==> src/rtl/reg_bank_4x20.sv <==
// ----------------------------------------------------------------------------
// reg_bank_4x20
// 4-entry x 20-bit register bank feeding the 20-bit 2:1/4:1 datapath muxes.
// Two registered read ports, one valid/ready write port, and a sequential
// clear engine that zeroes one entry per cycle while stalling writes.
//
// Optional feature macro: REG_BANK_BYPASS_EN
//   defined   : write-first reads (same-cycle write/clear visible on read)
//   undefined : read-first reads (value before this cycle's write/clear)
//
// Ports
//   clk       in   1       rising-edge clock
//   rst       in   1       asynchronous active-high reset
//   wr_valid  in   1       write request
//   wr_ready  out  1       bank can accept a write this cycle (combinational)
//   wr_addr   in   ADDR_W  write address
//   wr_data   in   WIDTH   write data
//   rd0_addr  in   ADDR_W  read port 0 address
//   rd0_data  out  WIDTH   read port 0 data (registered)
//   rd1_addr  in   ADDR_W  read port 1 address
//   rd1_data  out  WIDTH   read port 1 data (registered)
//   clr       in   1       start clear sweep (sampled in IDLE only)
//   busy      out  1       clear sweep in progress
//   clr_done  out  1       one-cycle pulse after last entry cleared
// ----------------------------------------------------------------------------
module reg_bank_4x20 #(
    parameter int unsigned WIDTH  = 20,
    parameter int unsigned ADDR_W = 2
) (
    input  logic              clk,
    input  logic              rst,
    input  logic              wr_valid,
    output logic              wr_ready,
    input  logic [ADDR_W-1:0] wr_addr,
    input  logic [WIDTH-1:0]  wr_data,
    input  logic [ADDR_W-1:0] rd0_addr,
    output logic [WIDTH-1:0]  rd0_data,
    input  logic [ADDR_W-1:0] rd1_addr,
    output logic [WIDTH-1:0]  rd1_data,
    input  logic              clr,
    output logic              busy,
    output logic              clr_done
);

    localparam int unsigned DEPTH = 1 << ADDR_W;
    localparam logic [ADDR_W-1:0] LAST_IDX = ADDR_W'(DEPTH - 1);

    typedef enum logic {
        IDLE  = 1'b0,
        SWEEP = 1'b1
    } state_t;

    state_t            state;
    logic [ADDR_W-1:0] ptr;
    logic [WIDTH-1:0]  mem [DEPTH];

    logic              wr_en;
    logic              sweep_on;
    logic [WIDTH-1:0]  rd0_next;
    logic [WIDTH-1:0]  rd1_next;

    // A pending clr takes priority over a same-cycle write, so it drops ready.
    assign wr_ready = ~rst & (state == IDLE) & ~clr;
    assign wr_en    = wr_valid & wr_ready;
    assign sweep_on = (state == SWEEP);

    // Clear-engine FSM: ptr walks 0..DEPTH-1, then a single clr_done pulse.
    always_ff @(posedge clk or posedge rst) begin
        if (rst) begin
            state    <= IDLE;
            ptr      <= '0;
            busy     <= 1'b0;
            clr_done <= 1'b0;
        end else begin
            clr_done <= 1'b0;
            case (state)
                IDLE: begin
                    if (clr) begin
                        state <= SWEEP;
                        ptr   <= '0;
                        busy  <= 1'b1;
                    end
                end
                SWEEP: begin
                    if (ptr == LAST_IDX) begin
                        state    <= IDLE;
                        ptr      <= '0;
                        busy     <= 1'b0;
                        clr_done <= 1'b1;
                    end else begin
                        ptr <= ptr + 1'b1;
                    end
                end
                default: begin
                    state <= IDLE;
                    ptr   <= '0;
                    busy  <= 1'b0;
                end
            endcase
        end
    end

    // Storage: sweep clear and writes are mutually exclusive (ready is low in SWEEP).
    always_ff @(posedge clk or posedge rst) begin
        if (rst) begin
            for (int i = 0; i < DEPTH; i++) begin
                mem[i] <= '0;
            end
        end else if (sweep_on) begin
            mem[ptr] <= '0;
        end else if (wr_en) begin
            mem[wr_addr] <= wr_data;
        end
    end

    // Read-port next values; the bypass build forwards this cycle's update.
    always_comb begin
        rd0_next = mem[rd0_addr];
        rd1_next = mem[rd1_addr];
`ifdef REG_BANK_BYPASS_EN
        if (wr_en && (wr_addr == rd0_addr)) begin
            rd0_next = wr_data;
        end
        if (wr_en && (wr_addr == rd1_addr)) begin
            rd1_next = wr_data;
        end
        if (sweep_on && (ptr == rd0_addr)) begin
            rd0_next = '0;
        end
        if (sweep_on && (ptr == rd1_addr)) begin
            rd1_next = '0;
        end
`endif
    end

    // Registered read ports, one cycle of latency.
    always_ff @(posedge clk or posedge rst) begin
        if (rst) begin
            rd0_data <= '0;
            rd1_data <= '0;
        end else begin
            rd0_data <= rd0_next;
            rd1_data <= rd1_next;
        end
    end

endmodule

==> config.mk <==
export PLATFORM = sky130hd
export DESIGN_NAME = reg_bank_4x20
export DESIGN_NICKNAME = d
export VERILOG_FILES = /design/src/rtl/reg_bank_4x20.sv
export SDC_FILE = /design/constraint.sdc
export NUM_CORES = 1
export LEC_CHECK = 0
export CORE_AREA = 2 2 106 108
export DETAILED_ROUTE_END_ITERATION = 10
export DIE_AREA = 0 0 108 110
export GPL_TIMING_DRIVEN = 0
export HOLD_SLACK_MARGIN = 0.08
export MAX_ROUTING_LAYER = met4
export PLACE_DENSITY = 0.9
export SLEW_MARGIN = 40
export SYNTH_ARGS = -nofsm -noshare
export SYNTH_HDL_FRONTEND = slang
export SYNTH_SLANG_ARGS = --single-unit
==> constraint.sdc <==
create_clock -name clk -period 5.65 [get_ports clk]
set_clock_uncertainty 0.1 [all_clocks]
set_input_delay 0.8475 -clock clk [delete_from_list [all_inputs] [get_ports clk]]
set_output_delay 0.8475 -clock clk [all_outputs]
set_load 0.02 [all_outputs]
==> results.json, run 1 <==
{
  "ioPinCount": 73,
  "syn_area_um2": 5830,
  "finish.net_count": 631,
  "clkLatencyLatePin_ns": 0.54,
  "ff2ff_setup_slack_ns": 3.48,
  "grtUsageMet1_pct": 37.7,
  "gr-total-overflow": 0,
  "use_met3_pct": 8.94,
  "fin_crit_sh_pct": 59.0,
  "cpMostUsedCell": "buf_2",
  "diodes": 0,
  "die_h_um": 110,
  "port-buffer-count": 70,
  "drv_slew": 0,
  "firstDrtPassIters": 7,
  "cts_buffers": 17,
  "setup_viol": 0,
  "ys.flop_type": "dfrtp_1",
  "rsz0062_at_grt": "no",
  "place_hpwl_um": 10500,
  "grt_usage_pct": 31.7,
  "vias_per_cell": 6.75,
  "r2r-start": "state$_DFF_PP0_",
  "ctsResizeCount": 0,
  "syn_inst": 506,
  "drive_above_1_share_pct": 15.7,
  "die_area_um2": 11900,
  "synth_cell_types": 30,
  "clock_sinks": 125,
  "ir_drop_uv": 243,
  "synth_area_per_cell_um2": 11.5,
  "cp_max_fo": 10,
  "route.detailed.wl_per_inst_um": 22.7,
  "drt_wl_total_um": 17000,
  "dr_total_vias": 5062,
  "crit_arrival_ns": 2.38,
  "placedCellCount": 717,
  "cap_viol_max_count": 0,
  "hold_depth": 1,
  "final_antenna_net_count": 0,
  "end_kind": "primary output",
  "worstMarginPinSlew_ns": 0.841,
  "synthTopCellsByArea": "dfrtp_1, mux4_2, nand3_1",
  "r2r.worst_path.cells": 6,
  "synth.ff_latch_count": 125,
  "cp_slowest_cell": "clkdlybuf4s50_1",
  "crit_type": "flop to primary output",
  "grt_max_degree": 69,
  "final_util_pct": 68.4,
  "hold_path.class": "flop to flop",
  "p_total_mw": 3.07,
  "drcViolationCount": 0,
  "ys_seq_area_share_pct": 53.6,
  "globalRouteMet2Util_pct": 47.5,
  "clk_pin_slew_ns": 0.06,
  "status": "finished, final reports clean",
  "synth_common_cells": "dfrtp_1, nand2_1, nand3_1",
  "hold_violations": 0,
  "ctsHoldBuffers": 0,
  "syn_nets": 540,
  "grt_most_used_layer": "met2",
  "grt_pass1_wl_um": 26800,
  "path_cells": "buf_2, buf_2, clkbuf_1, nor3_1, clkdlybuf4s50_1",
  "period_needed_ns": 3.33,
  "final_cells": 750,
  "hp-start": "mem[36]$_DFFE_PP0P_",
  "yosysWarnings": 0,
  "grt_pass1_vias": 5203,
  "cts-root-buf": "clkbuf_8",
  "core-area_um2": 10700,
  "worstReg2RegEnd": "mem[40]$_DFFE_PP0P_",
  "synth_top_area_share_pct": 53.6,
  "power_density_nw_per_um2": 419,
  "fillers": 674,
  "clockBufferDepth": 2,
  "die_x_um": 108,
  "worstPathRequired_ns": 4.70,
  "synth_top_area_cell": "dfrtp_1",
  "synth.most_common_cell": "dfrtp_1",
  "relSlewSlack_pct": 44.0,
  "start_util_pct": 54.5,
  "grt_antenna_before_repair": 0,
  "rows": 38,
  "tritoncts": "done",
  "syn_to_final_growth_pct": 25.5,
  "leakagePower_nw": 3.00,
  "fmax_mhz": 300,
  "slowest_delay_ns": 0.63,
  "htree_levels": 4,
  "drt_iter0_markers": 852,
  "post_cts.repair.setup_buffers": 0,
  "place_congestion": 0.960,
  "startpoint_type": "flop",
  "whs_endpoint": "mem[36]$_DFFE_PP0P_",
  "synthArstFlopShare_pct": 100,
  "synth_edf_count": 0
}
[state kept, by name, indices dropped and copies added (netlist names)]
name      cells
rd1_data     20
clr_done      1
rd0_data     20
state         1
ptr           2
mem          80
busy          1
[area by class of cell]
| class | instances | area, um2 | share of cell area (%) |
|---|---|---|---|
| Inverter | 41 | 161 | 2.21 |
| Buffer | 40 | 184 | 2.51 |
| Tap cell | 140 | 175 | 2.39 |
| Clock buffer | 20 | 445 | 6.09 |
| Timing Repair Buffer | 72 | 733 | 10.0 |
| Clock inverter | 12 | 120 | 1.64 |
| Sequential cell | 125 | 3130 | 42.7 |
| Multi-Input combinational cell | 300 | 2370 | 32.4 |
[per-layer routing]
| metal | wire length (um) | up-vias |
|---|---|---|
| met4 | 986 | 0 |
| met2 | 8100 | 505 |
| met1 | 5620 | 2392 |
| met5 | 0 | - |
| met3 | 2320 | 141 |
| li1 | - | 2024 |
[through the flow]
step                setup TNS [ns]  instance area [um2]  setup WS (ns)  hold WS [ns]
floorplan                        0                 5830           1.37         0.377
global placement            -27.45                 6710         -0.224         0.396
detailed placement               0                 6750           2.38         0.410
CTS                              0                 7310           2.33         0.426
global route                     0                 7320           2.23         0.461
finish                           0                 7320           2.32         0.432
[how the worst max path moves through the flow]
stage               startpoint                    end  slack [ns]  depth (start not counted)
2_1_floorplan              rst       busy$_DFFE_PP0P_        1.37                          1
3_3_place_gp               rst  rd1_data[4]$_DFF_PP0_       -0.22                          2
3_5_place_dp               rst    mem[19]$_DFFE_PP0P_        2.38                          5
4_1_cts        state$_DFF_PP0_               wr_ready        2.33                          5
5_1_grt        state$_DFF_PP0_               wr_ready        2.23                          5
6_report       state$_DFF_PP0_               wr_ready        2.32                          5
[worst max-delay path, delay by kind of cell (launching register included)]
family	cells	cell delay, ns
buffers and inverters	4	1.25
flip-flops	1	0.36
AND/OR/NAND/NOR	1	0.22
[layout by cell type (no fill, tap or decap), types with 2 or more instances in the layout]
cell type	synthesis	routed
clkbuf_8	0	3
clkdlybuf4s50_1	0	70
buf_2	13	14
mux4_2	40	40
dfrtp_1	125	125
buf_6	2	2
ha_1	4	4
nor2_1	6	6
clkinv_2	0	6
clkinvlp_4	0	4
nand3_1	72	72
nand2_1	75	75
clkbuf_2	1	2
clkbuf_16	0	16
a22o_1	8	8
clkbuf_1	23	23
inv_1	41	40
and2_1	2	2
bufinv_16	0	2
o21ai_0	37	37
o311ai_0	36	36
nor2b_1	6	6
[cell families (layout without fill, tap and decap cells)]
family / Yosys count / count (layout) / share of synthesized area (%)
adder cells (fa/ha/maj): 4 / 4 / 0.858
AND/OR/NAND/NOR: 171 / 171 / 13.9
flip-flops: 125 / 125 / 53.6
multiplexers: 42 / 42 / 15.8
AO/OA/AOI/OAI: 83 / 83 / 10.0
buffers and inverters: 81 / 185 / 5.77
[report_power, final]
part	switching (mW)	internal, mW
sequential	0.137	1.07
combinational	0.507	0.313
clock	0.399	0.645
total	1.04	2.02
Power figures use the tool's default switching activity.
==> inputs of run 2 (changes only) <==
- clock period: 5.65 -> 3.2 ns (I/O delays scaled with it)
==> results.json, run 2 (same netlist as run 1, synthesis figures left out) <==
{
  "post_cts.repair.setup_buffers": 0,
  "clkLatencyLatePin_ns": 0.54,
  "die_h_um": 110,
  "final_common_cell": "dfrtp_1",
  "cpMostUsedCell": "buf_2",
  "fillers": 690,
  "intPower_mw": 3.72,
  "clock_sinks": 125,
  "fmax_mhz": 340,
  "cts_buffers": 17,
  "crit_arrival_ns": 2.36,
  "hold_path.class": "flop to flop",
  "worstPathRequired_ns": 2.62,
  "hold_violations": 0,
  "diodes": 0,
  "path_delay_family": "buffers and inverters",
  "cap_viol_max_count": 0,
  "final_util_pct": 69.9,
  "finish.net_count": 635,
  "route.detailed.wl_per_inst_um": 23.1,
  "fin_crit_sh_pct": 92.0,
  "mostFrequentLayoutCells": "dfrtp_1, nand2_1, nand3_1",
  "largest_register_ffs": 80,
  "slowest_delay_ns": 0.63,
  "start_util_pct": 54.5,
  "drcViolationCount": 0,
  "grt_pass1_vias": 5345,
  "p_sw_mw": 1.82,
  "reg.largest.list": "mem (80), rd0_data (20), rd1_data (20)",
  "status": "finished, final reports clean",
  "worstMarginPinSlew_ns": 0.862,
  "gr-total-overflow": 0,
  "r2r.worst_path.cells": 6,
  "syn_to_final_growth_pct": 28.2,
  "grt_antenna_before_repair": 0,
  "dr_total_vias": 5173,
  "vias_per_cell": 6.86,
  "leakagePower_nw": 3.08,
  "die_x_um": 108,
  "tritoncts": "done",
  "die_area_um2": 11900,
  "startpoint_type": "flop",
  "whs_ns": 0.423,
  "grt_max_degree": 24,
  "hold_depth": 1,
  "top_register": "mem",
  "port-buffer-count": 70,
  "relSlewSlack_pct": 42.6,
  "crit_buf_inv": 4,
  "power_density_nw_per_um2": 741,
  "firstDrtPassIters": 6,
  "core-area_um2": 10700,
  "place_congestion": 0.939,
  "grt_pass1_wl_um": 27400,
  "crit_type": "flop to primary output",
  "stdcell_area_um2": 7480,
  "drt_iter0_markers": 837,
  "cts-root-buf": "clkbuf_8",
  "path_cells": "buf_2, buf_2, clkbuf_1, nor3_1, clkdlybuf4s50_1",
  "clockBufferDepth": 2,
  "comb_power_share_pct": 26.6,
  "end_kind": "primary output",
  "seqPwrFrac_pct": 38.4,
  "rows": 38,
  "htree_levels": 4,
  "p_sw_share_pct": 32.9,
  "place_hpwl_um": 10900,
  "drive_above_1_share_pct": 16.0,
  "setup_viol": 0,
  "rsz0062_at_grt": "no",
  "cp_slowest_cell": "clkdlybuf4s50_1",
  "cp.depth": 5,
  "ctsHoldBuffers": 0,
  "period_needed_ns": 2.94,
  "final_antenna_net_count": 0,
  "drt_wl_total_um": 17400,
  "cp_max_fo": 10,
  "grt_usage_pct": 32.3,
  "drv_slew": 0,
  "ir_drop_uv": 445,
  "ctsResizeCount": 0,
  "ioPinCount": 73,
  "power_frac_clock_pct": 35.0,
  "placed_area_um2": 6870,
  "clk_pin_slew_ns": 0.05
}
[run 2: cell count changes in the layout (fill, tap and decap cells not counted)]
cell	change
buf_16	+4
buf_2	-1
buf_8	+1
clkbuf_1	+2
clkbuf_2	-1
clkbuf_8	+6
clkinv_2	-3
clkinvlp_4	-3
inv_8	-1
[run 2: worst paths after layout]
path | slack (ns) | from | to
worst max-delay path | 0.26 | state$_DFF_PP0_ | wr_ready
worst min-delay path | 0.42 | mem[37]$_DFFE_PP0P_ | mem[37]$_DFFE_PP0P_
worst max register to register | 0.97 | state$_DFF_PP0_ | mem[41]$_DFFE_PP0P_
worst min register to register | 0.42 | mem[37]$_DFFE_PP0P_ | mem[37]$_DFFE_PP0P_
max in group asynchronous | 1.73 | rst | rd1_data[7]$_DFF_PP0_
min in group asynchronous | 0.47 | rst | clr_done$_DFF_PP0_
[run 2: cell type report]
cell class / instances / area [um2] / share of cell area [%]
buffer: 40 / 183 / 2.44
clock buffer: 27 / 532 / 7.11
clock inverter: 5 / 75.1 / 1.00
inverter: 41 / 158 / 2.11
multi-input combinational: 300 / 2370 / 31.7
sequential: 125 / 3130 / 41.8
tap: 140 / 175 / 2.34
timing repair buffer: 76 / 853 / 11.4
[run 2: metal layers]
| layer | GRT usage, % | part of all wire [%] |
|---|---|---|
| met1 | 38.8 | 34 |
| met2 | 47.5 | 47 |
| met3 | 10.6 | 13 |
| met4 | 20.3 | 5.3 |
| met5 | - | 0 |
[run 2: power groups by stage]
| stage | clock network, mW | logic [mW] | registers (mW) |
|---|---|---|---|
| finish | 1.94 | 1.48 | 2.13 |
| global route | 2.01 | 1.55 | 2.16 |
| global placement | 0 | 1.32 | 2.10 |
| detailed placement | 0 | 1.41 | 2.13 |
| floorplan | 0 | 0.697 | 2.20 |
| CTS | 1.94 | 1.44 | 2.12 |
[run 2: stage by stage]
step                      instances  setup TNS (ns)  worst slack [ns]  total power [mW]
after detailed placement        722               0             0.323              3.54
after global routing            754               0             0.164              5.71
final                           754               0             0.257              5.54
after global placement          716          -13.35            -0.113              3.41
after CTS                       754               0             0.259              5.49
after floorplan                 506               0              1.08              2.90
==> inputs of run 3 (changes only) <==
- GPL_TIMING_DRIVEN: 0 -> unset
==> results.json, run 3 (same netlist as run 1, synthesis figures left out) <==
{
  "grt_pass1_wl_um": 24800,
  "r2r.worst_path.cells": 4,
  "crit_arrival_ns": 1.88,
  "drive_above_1_share_pct": 16.2,
  "hold_depth": 1,
  "leakagePower_nw": 2.99,
  "largest_register_ffs": 80,
  "ir_drop_uv": 461,
  "crit_type": "input pin to primary output",
  "hp-start": "mem[32]$_DFFE_PP0P_",
  "start_util_pct": 54.5,
  "fin_tns_setup_ns": 0,
  "power_density_nw_per_um2": 733,
  "die_x_um": 108,
  "hold_path.class": "flop to flop",
  "ioPinCount": 73,
  "drcViolationCount": 0,
  "drv_slew": 0,
  "reg.largest.list": "mem (80), rd0_data (20), rd1_data (20)",
  "core-area_um2": 10700,
  "relSlewSlack_pct": 46.9,
  "whs_ns": 0.426,
  "worstReg2RegEnd": "mem[34]$_DFFE_PP0P_",
  "die_h_um": 110,
  "status": "finished, final reports clean",
  "rows": 38,
  "clkLatencyLatePin_ns": 0.53,
  "diodes": 0,
  "finish.net_count": 611,
  "rsz0062_at_grt": "no",
  "drt_wl_total_um": 15700,
  "grt_max_degree": 48,
  "top_register": "mem",
  "hold_violations": 0,
  "place_congestion": 0.836,
  "worstPathRequired_ns": 2.62,
  "mostFrequentLayoutCells": "dfrtp_1, nand2_1, nand3_1, clkdlybuf4s50_1",
  "period_needed_ns": 2.46,
  "r2r-start": "state$_DFF_PP0_",
  "htree_levels": 4,
  "worstMarginPinSlew_ns": 0.796,
  "port-buffer-count": 72,
  "fmax_mhz": 407,
  "cap_viol_max_count": 0,
  "syn_to_final_growth_pct": 25.1,
  "grt_antenna_before_repair": 0,
  "end_kind": "primary output",
  "die_area_um2": 11900,
  "grt_usage_pct": 29.2,
  "p_total_mw": 5.34,
  "clock_sinks": 125,
  "placedCellCount": 698,
  "route.detailed.wl_per_inst_um": 21.6,
  "cp_max_fo": 7,
  "final_cells": 727,
  "final_common_cell": "dfrtp_1",
  "ff2ff_setup_slack_ns": 1.08,
  "post_cts.repair.setup_buffers": 0,
  "cts_buffers": 17,
  "dr_total_vias": 4778,
  "setup_viol": 0,
  "cts-root-buf": "clkbuf_8",
  "firstDrtPassIters": 5,
  "vias_per_cell": 6.57,
  "drt_iter0_markers": 574,
  "clk_pin_slew_ns": 0.05,
  "place_hpwl_um": 9130,
  "ctsHoldBuffers": 0,
  "whs_endpoint": "mem[32]$_DFFE_PP0P_",
  "fin_crit_sh_pct": 76.7,
  "ctsResizeCount": 0,
  "grt_pass1_vias": 4887,
  "gr-total-overflow": 0,
  "startpoint_type": "input pin",
  "clockBufferDepth": 2,
  "final_antenna_net_count": 0,
  "tritoncts": "done"
}
run 3: worst max path at each step:
stage,from,to,slack [ns],cells past startpoint
finish,clr,wr_ready,0.74,3
global route,clr,wr_ready,0.65,3
CTS,clr,wr_ready,0.74,3
detailed placement,clr,mem[72]$_DFFE_PP0P_,0.75,4
global placement,clr,wr_ready,0.73,3
floorplan,rst,busy$_DFFE_PP0P_,1.08,1
run 3: layer usage:
layer  routed length [um]  track usage, %
met1                 5530            35.0
met2                 7610            44.5
met3                 1900            9.29
met4                  658            15.8
met5                    0               -
run 3: per-stage QoR:
| stage | setup WS (ns) | util, % | cell area, um2 |
|---|---|---|---|
| 3_3_place_gp | 0.735 | 63.0 | 6740 |
| 6_report | 0.745 | 68.2 | 7290 |
| 2_1_floorplan | 1.08 | - | 5840 |
| 4_1_cts | 0.742 | 68.2 | 7290 |
| 3_5_place_dp | 0.745 | 63.0 | 6740 |
| 5_1_grt | 0.654 | 68.2 | 7290 |
run 3: layout make-up:
class,count,area (um2)
repair buffers,92,908
fillers,709,3400
multi-input cells,300,2370
inverters,41,158
well taps,140,175
clock inverters,8,92.6
clock buffers,21,459
flip-flops and latches,125,3130
run 3: critical path, stage by stage:
cell and delay [ns]:
clkdlybuf4s50_1 0.53, nor3_1 0.23, clkdlybuf4s50_1 0.63
run 3: where the power goes:
part | switching [mW] | internal [mW] | leakage (nW) | total (mW)
logic | 0.853 | 0.572 | 0.996 | 1.43
clock network | 0.652 | 1.15 | 0.275 | 1.80
registers | 0.238 | 1.88 | 1.72 | 2.12
total | 1.74 | 3.60 | 2.99 | 5.34
